==> config.mk <==
export PLATFORM = sky130hd
export DESIGN_NAME = alarm_ctrl
export DESIGN_NICKNAME = d
export VERILOG_FILES = /design/src/rtl/alarm_pkg.sv /design/src/rtl/btn_edge.sv /design/src/rtl/alarm_ctrl.sv
export SDC_FILE = /design/constraint.sdc
export NUM_CORES = 1
export LEC_CHECK = 0
export CAP_MARGIN = 15
export CORE_ASPECT_RATIO = 0.7
export CORE_MARGIN = 3
export CORE_UTILIZATION = 38
export CTS_BUF_LIST = sky130_fd_sc_hd__clkbuf_16
export DETAILED_ROUTE_END_ITERATION = 10
export PLACE_DENSITY = 0.64
export SLEW_MARGIN = 10
export SYNTH_ARGS = -nofsm -noshare
export SYNTH_HDL_FRONTEND = slang
export SYNTH_HIERARCHICAL = 1
export SYNTH_SLANG_ARGS = --single-unit
==> constraint.sdc <==
create_clock -name clk -period 1.6 [get_ports clk]
set_input_delay 0.32 -clock clk [delete_from_list [all_inputs] [get_ports clk]]
set_output_delay 0.32 -clock clk [all_outputs]
set_load 0.05 [all_outputs]
==> src/rtl/alarm_pkg.sv <==
// Shared alarm state encoding, also used by the display/LED state indicator.
package alarm_pkg;

  typedef enum logic [1:0] {
    IDLE    = 2'd0,
    ARMED   = 2'd1,
    RINGING = 2'd2,
    SNOOZE  = 2'd3
  } alarm_state_t;

  localparam int SNZ_W = 2;

endpackage

==> src/rtl/btn_edge.sv <==
// Button front-end: two-flop synchronizer followed by a registered rising-edge pulse.
module btn_edge (
  input  logic clk,
  input  logic rst_n,
  input  logic btn,
  output logic pulse
);

  logic sync_p0;
  logic sync_p1;
  logic hist_p2;

  always_ff @(posedge clk or negedge rst_n) begin
    if (!rst_n) begin
      sync_p0 <= 1'b0;
      sync_p1 <= 1'b0;
      hist_p2 <= 1'b0;
      pulse   <= 1'b0;
    end else begin
      // p0/p1: metastability guard; p2: previous synced level for edge detect
      sync_p0 <= btn;
      sync_p1 <= sync_p0;
      hist_p2 <= sync_p1;
      pulse   <= sync_p1 & ~hist_p2;
    end
  end

endmodule

==> src/rtl/alarm_ctrl.sv <==
// Alarm sequencer: arm/disarm, ring on time match, snooze and off handling.
// Optional BUZZER_PULSE_EN macro gives a 1 s on / 1 s off buzzer instead of a steady tone.
module alarm_ctrl #(
  parameter int RING_SECS   = 60,
  parameter int SNOOZE_SECS = 300,
  parameter int MAX_SNOOZE  = 3,
  parameter int CNT_W       = 9
) (
  input  logic       clk,
  input  logic       rst_n,
  input  logic       sec_tick,
  input  logic       alarm_btn,
  input  logic       snooze_btn,
  input  logic       off_btn,
  input  logic       alarm_trig,
  output logic       alarm_on,
  output logic       ringing,
  output logic       buzzer,
  output logic [1:0] snooze_cnt
);
  import alarm_pkg::*;

  localparam logic [CNT_W-1:0] RING_LAST   = CNT_W'(RING_SECS - 1);
  localparam logic [CNT_W-1:0] SNOOZE_LAST = CNT_W'(SNOOZE_SECS - 1);
  localparam logic [SNZ_W-1:0] SNZ_MAX     = SNZ_W'(MAX_SNOOZE);

  alarm_state_t     state, state_nxt;
  logic [CNT_W-1:0] sec_cnt, sec_cnt_nxt;
  logic [SNZ_W-1:0] snz_nxt;
  logic             alarm_p, snooze_p, off_p;
  logic             alarm_trig_d, trig_rise;
  logic             buzzer_nxt;

  btn_edge u_alarm_edge  (.clk(clk), .rst_n(rst_n), .btn(alarm_btn),  .pulse(alarm_p));
  btn_edge u_snooze_edge (.clk(clk), .rst_n(rst_n), .btn(snooze_btn), .pulse(snooze_p));
  btn_edge u_off_edge    (.clk(clk), .rst_n(rst_n), .btn(off_btn),    .pulse(off_p));

  // A held time match must not re-ring after off, so only its rising edge counts.
  assign trig_rise = alarm_trig & ~alarm_trig_d;

  always_comb begin
    state_nxt   = state;
    sec_cnt_nxt = sec_cnt;
    snz_nxt     = snooze_cnt;
    case (state)
      IDLE: begin
        if (alarm_p) state_nxt = ARMED;
      end
      ARMED: begin
        if (alarm_p) begin
          state_nxt = IDLE;
          snz_nxt   = '0;
        end else if (trig_rise) begin
          state_nxt   = RINGING;
          sec_cnt_nxt = '0;
          snz_nxt     = '0;
        end
      end
      RINGING: begin
        if (alarm_p) begin
          state_nxt = IDLE;
          snz_nxt   = '0;
        end else if (off_p) begin
          state_nxt = ARMED;
        end else if (snooze_p) begin
          if (snooze_cnt < SNZ_MAX) begin
            state_nxt   = SNOOZE;
            sec_cnt_nxt = '0;
            snz_nxt     = snooze_cnt + 1'b1;
          end else begin
            state_nxt = ARMED;
          end
        end else if (sec_tick) begin
          if (sec_cnt == RING_LAST) begin
            state_nxt   = ARMED;
            sec_cnt_nxt = '0;
          end else begin
            sec_cnt_nxt = sec_cnt + 1'b1;
          end
        end
      end
      SNOOZE: begin
        if (alarm_p) begin
          state_nxt = IDLE;
          snz_nxt   = '0;
        end else if (off_p) begin
          state_nxt = ARMED;
        end else if (sec_tick) begin
          if (sec_cnt == SNOOZE_LAST) begin
            state_nxt   = RINGING;
            sec_cnt_nxt = '0;
          end else begin
            sec_cnt_nxt = sec_cnt + 1'b1;
          end
        end
      end
      default: state_nxt = IDLE;
    endcase
  end

`ifdef BUZZER_PULSE_EN
  logic beep, beep_nxt;

  // Beep restarts high on every entry to RINGING, then flips once per second.
  always_comb begin
    beep_nxt = beep;
    if (state_nxt == RINGING && state != RINGING)
      beep_nxt = 1'b1;
    else if (state == RINGING && state_nxt == RINGING && sec_tick)
      beep_nxt = ~beep;
  end

  always_ff @(posedge clk or negedge rst_n) begin
    if (!rst_n) beep <= 1'b0;
    else        beep <= beep_nxt;
  end

  assign buzzer_nxt = (state_nxt == RINGING) & beep_nxt;
`else
  assign buzzer_nxt = (state_nxt == RINGING);
`endif

  always_ff @(posedge clk or negedge rst_n) begin
    if (!rst_n) begin
      state        <= IDLE;
      sec_cnt      <= '0;
      snooze_cnt   <= '0;
      alarm_trig_d <= 1'b0;
      alarm_on     <= 1'b0;
      ringing      <= 1'b0;
      buzzer       <= 1'b0;
    end else begin
      state        <= state_nxt;
      sec_cnt      <= sec_cnt_nxt;
      snooze_cnt   <= snz_nxt;
      alarm_trig_d <= alarm_trig;
      alarm_on     <= (state_nxt != IDLE);
      ringing      <= (state_nxt == RINGING);
      buzzer       <= buzzer_nxt;
    end
  end

endmodule
Word level (Yosys, flattened, before mapping)
Cells that the tools add are included.
- word-level logic and storage cells: 89
- bits in registers: 28
- bits of input ports: 7
- output and inout bits: 5
- $add $sub $neg: 2
- order comparisons: 1
- reductions and logical operators: 5
- bitwise operators: 8
- multiplexer cells: 35
- equality and inequality tests: 20
- operator list (cell ; count):
    9-bit 2-to-1 mux ; 12
    2-bit 2-to-1 mux ; 20
    9-bit case mux with 3 select lines ; 1
    2-bit != test, second input constant ; 7
    10-bit AND reduction ; 1
    9-bit by 1-bit adder with 9-bit output, second input constant ; 1
    9-bit by 6-bit == test with 1-bit output, second input constant ; 1
    9-bit == test, second input constant ; 1
    3-bit by 2-bit != test with 1-bit output, second input constant ; 3
    2-bit case mux with 4 select lines ; 1
    2-bit == test, second input constant ; 3
    3-bit != test, second input constant ; 2
    2-bit case mux with 3 select lines ; 1
    6-bit AND reduction ; 1
    1-bit bitwise AND ; 4
    1-bit NOT ; 4
    3-bit by 1-bit != test with 1-bit output, second input constant ; 1
    3-bit nonzero test ; 1
    2-bit by 1-bit adder with 2-bit output, second input constant ; 1
    2-bit by 1-bit == test with 1-bit output, second input constant ; 1
    2-bit logical NOT ; 1
    2-bit < comparator, second input constant ; 1
    2-bit by 1-bit != test with 1-bit output, second input constant ; 1
    2-bit nonzero test ; 1

Longest topological paths before layout
- depth in word-level cells: 8
- depth in mapped cells: 7
- mapped depth without buffers: 6

Cells and area by module
Netlist, hierarchy kept.
- by module, submodules not included (module ; cells each ; sequential area each (um2) ; area each (um2) ; times used):
    alarm_ctrl ; 107 ; 400.4 ; 1014.7 ; 1
    btn_edge ; 5 ; 100.1 ; 113.9 ; 3

Worst setup path before layout
No wires, ideal clock.
- path type: register to register
- start: register snooze_cnt[0]
- end: register sec_cnt[6]
- clock period less this slack: 1879 ps
- data arrival time: 1787 ps
- data required time: 1508 ps
- path slack: -279 ps
- path buffers: 1
- setup time: 92 ps
- stages on the path, launching flop included: 7
- cell sequence: dfrtp_1 ha_1 a31oi_1 o21ai_1 or2_1 buf_6 o31ai_2
- cells in the longest elaborated chain, start to end: 3
- ends and longest elaborated chain (element ; line ; source):
    start, declared ; alarm_ctrl.sv:19 ; output logic [1:0] snooze_cnt
    start signal, assigned ; alarm_ctrl.sv:135 ; snooze_cnt <= snz_nxt;
    2-bit < comparator ; alarm_ctrl.sv:66 ; if (snooze_cnt < SNZ_MAX) begin
    3-bit != test (no source line) ; n/a ;
    10-bit AND reduction (no source line) ; n/a ;
    end signal, assigned ; alarm_ctrl.sv:134 ; sec_cnt <= sec_cnt_nxt;
    end, declared ; alarm_ctrl.sv:28 ; logic [CNT_W-1:0] sec_cnt, sec_cnt_nxt;
No other way between the ends.
A chain may end at the register's enable or synchronous reset.

Final worst setup path
- start: register sec_cnt[1]
- end: register buzzer
- cells in the longest elaborated chain, start to end: 8
- elaborated cells between the ends (all ways): 13
- those cells by class: 3 x eq/ne; 10 x mux
- ends and longest elaborated chain (element ; line ; source):
    9-bit by 6-bit == test with 1-bit output ; alarm_ctrl.sv:74 ; if (sec_cnt == RING_LAST) begin
    2-bit 2-to-1 mux ; alarm_ctrl.sv:74 ;
    2-bit 2-to-1 mux ; alarm_ctrl.sv:73 ; end else if (sec_tick) begin
    2-bit 2-to-1 mux ; alarm_ctrl.sv:65 ; end else if (snooze_p) begin
    2-bit 2-to-1 mux ; alarm_ctrl.sv:63 ; end else if (off_p) begin
    2-bit 2-to-1 mux ; alarm_ctrl.sv:60 ; if (alarm_p) begin
    2-bit case mux with 4 select lines * ; alarm_ctrl.sv:45 ; case (state)
    2-bit == test * ; alarm_ctrl.sv:120 ; assign buzzer_nxt = (state_nxt == RINGING);
    via buzzer_nxt ; alarm_ctrl.sv:32 ; logic buzzer_nxt;
    end signal, assigned ; alarm_ctrl.sv:139 ; buzzer <= buzzer_nxt;
    end, declared ; alarm_ctrl.sv:18 ; output logic buzzer,
Mark *: on every way through the listed nets, which the timed path passes. The rest lies on a longest branch.

==> summary.txt <==
Status
  – Failing checks: setup timing
  – Outcome: complete, but fails checks

Placed design
  – Placement Cell Area: 1700 sq um
  – Gpl congestion: roughly 0.87
  – I/O Buffers: 11
  – DP Worst Slack: -0.365 ns
  – Placed insts: a little over 200
  – Detailed placement HPWL: 2090 um

Synth
  – Yosys warns: 6
  – Post-Synth Adder-Cell Area: ~1.8%
  – Register area share after synthesis: 51.7%
  – Mapped Cells: 122
  – Syn_nets: between 100 and 150
  – Post-synth EDFFs: 0
  – Cell variety after synth: 36
  – Seq cells post-synth: 28
  – Yosys top cell by area: dfrtp_1
  – Synth Area in XOR/XNOR: 0%
  – Mux contribution to synthesized area: 0%
  – Share of the synthesized area in the top cell type: 51.7%
  – Synth async-reset ratio: between 90% and 100%
  – Top_reg_cell synth: dfrtp_1
  – Synthesized cell area: around 1400 sq um
  – Largest family of logic cells by synthesized area: simple AND/OR/NAND/NOR gates
  – Synth top area cells: dfrtp_1 52%, o21ai_0 4.4%, nand2_1 3.0%
  – Synth Area per Inst: 11.1 sq um
  – Synth Area in Compound Gates: 18.2%
  – Post-synthesis simple-gate area fraction: 23.8%

Global routing
  – Global Route Usage Sum: between 10% and 20%
  – First-pass GRT wire length: roughly 5400 um
  – Grt ovf: 0
  – Largest net degree at the start of global routing: 29
  – Number of global-route vias before repair: ~1100
  – Antenna violations before repair: 0

Hold path
  – Worst Hold Depth: 0
  – Min-Delay Path Class: register to register

Finish
  – Most frequent cells in the layout: 33 x buf_4, 26 x dfrtp_1, 11 x nand2_1, 8 x nor2_1, 7 x o21ai_2
  – Register name with the most flops: sec_cnt
  – Non-Filler Instances: approximately 210
  – Layout cell share with drive strength beyond 1: a little over two fifths
  – Antenna fix cells: 0
  – Largest registers: sec_cnt (9), snooze_cnt (2), state (2)
  – Max FFs per register: 9
  – Layout area overhead: 41.0%
  – Commonest non-fill, non-tap cell in the layout: buf_4
  – # nets final: 175
  – Post-route cell area: 1910 sq um
  – Post-layout util: 58.4%

Clocking
  – Max Root-Sink Buffers: 2
  – CTS tree: done
  – Clock root buffer: clkbuf_16
  – Num Clock Sinks: 28
  – Worst skew pair latency: 0.26 ns
  – # H-tree levels: 1
  – CTS buffer count: 3
  – CTS clk-pin slew, worst paths: 0.07 ns

Critical path
  – Crit path max fanout: 3
  – Worst Path Arrival: roughly 2.1 ns
  – Setup crit start kind: register
  – Setup crit end kind: register
  – Worst EP required: 1.80 ns
  – R2R depth: 7
  – WS Path Type: register to register

Die
  – DIE WIDTH: 77.4 um
  – Core area: 3280 sq um
  – # IOs: 12
  – Die height: 56.0 um
  – Row cnt: 17
  – Die area: roughly 4300 sq um
  – Initial Utilization: 41.4%

Timing
  – Final setup margin: -0.285 ns
  – Clock Skews: 0.00385 ns
  – Slew Limit Fails: 0
  – Final hold vios: 0
  – Slew HR: 65.9%
  – Crit path time final: 1.89 ns
  – Min Hold Slack: 0.353 ns
  – Sum Neg Setup Slack: -2.87 ns
  – Fmax: 530 MHz
  – RSZ-0062 raised after global routing: true
  – Worst-Margin Slew: ~0.51 ns
  – Period utilisation layout: 118%
  – Final setup vio count: 13

Pwr
  – Total chip power: 2.52 mW
  – Cell area power density: 1320 nW/um^2
  – Worst vdd ir: 0.706 mV
  – Leakage Power: 0.813 nW

Flow run
  – # Max-Cap Violations: 0

Detailed routing
  – DRC: 0
  – Drt total wl: 3140 um
  – WL per Instance: 14.8 um
  – Via count: between 1000 and 1500
  – Vias per cell: a little over 5
  – First drt pass iteration count: 4
  – DRT iter0 DRCs: 82
  – Remaining antenna violation count after routing: 0
routing by layer:
metal,wire length (um),GRT usage (%)
met5,0,0
met4,23,4.57
met3,141,3.56
met2,1520,25.6
met1,1440,21.1
worst paths after layout:
kind / endpoint / startpoint / slack, ns
max: buzzer$_DFF_PN0_ / sec_cnt[1]$_DFFE_PN0P_ / -0.29
max reg2reg: buzzer$_DFF_PN0_ / sec_cnt[1]$_DFFE_PN0P_ / -0.29
min in group asynchronous: sec_cnt[2]$_DFFE_PN0P_ / rst_n / 0.43
min reg2reg: u_alarm_edge/sync_p1$_DFF_PN0_ / u_alarm_edge/sync_p0$_DFF_PN0_ / 0.35
min: u_alarm_edge/sync_p1$_DFF_PN0_ / u_alarm_edge/sync_p0$_DFF_PN0_ / 0.35
max in group asynchronous: snooze_cnt[1]$_DFFE_PN0P_ / rst_n / 0.89
cells by family after synthesis:
kind of cell,after synthesis
adder cells (fa/ha/maj),2
buffers and inverters,8
AND/OR/NAND/NOR,52
AO/OA/AOI/OAI,32
flip-flops,28
report_power, final:
group / internal, mW / switching [mW]
Combinational: 0.423 / 0.474
Clock: 0.498 / 0.237
Sequential: 0.806 / 0.0858
Total: 1.73 / 0.797
synthesized netlist by cell type, types with 3 or more instances:
master / n
a21oi_1: 3
dfrtp_1: 28
inv_1: 4
nand2_1: 11
nand2b_1: 3
nand3_1: 7
nand4_1: 3
nor2_1: 8
nor2b_1: 4
nor2b_4: 3
o21a_1: 3
o21ai_0: 12
o2bb2ai_1: 4
area by class of cell:
| class | count | area (sq um) |
|---|---|---|
| fillers | 269 | 1360 |
| flip-flops and latches | 28 | 703 |
| multi-input cells | 86 | 668 |
| repair buffers | 43 | 362 |
| clock buffers | 3 | 75.1 |
| well taps | 47 | 58.8 |
| clock inverters | 1 | 30.0 |
| inverters | 4 | 15.0 |
worst max-delay path, cell delays in order (launching register included):
cell	delay, ns
dfrtp_1	0.36
ha_2	0.19
nor4b_4	0.28
buf_4	0.19
nand3_4	0.08
o311a_1	0.32
nor3b_2	0.24
nor2b_1	0.16
what timing repair did:
action | 4_1_cts | 5_1_grt
pin swaps | 8 | 14
gates resized for setup | 15 | 8
endpoints found under the setup margin | 12 | 15
hold buffers | 0 | 0
buffers inserted | 3 | 2
endpoints found under the hold margin | 0 | 0
Note: power is estimated with default switching activity, not from simulation.
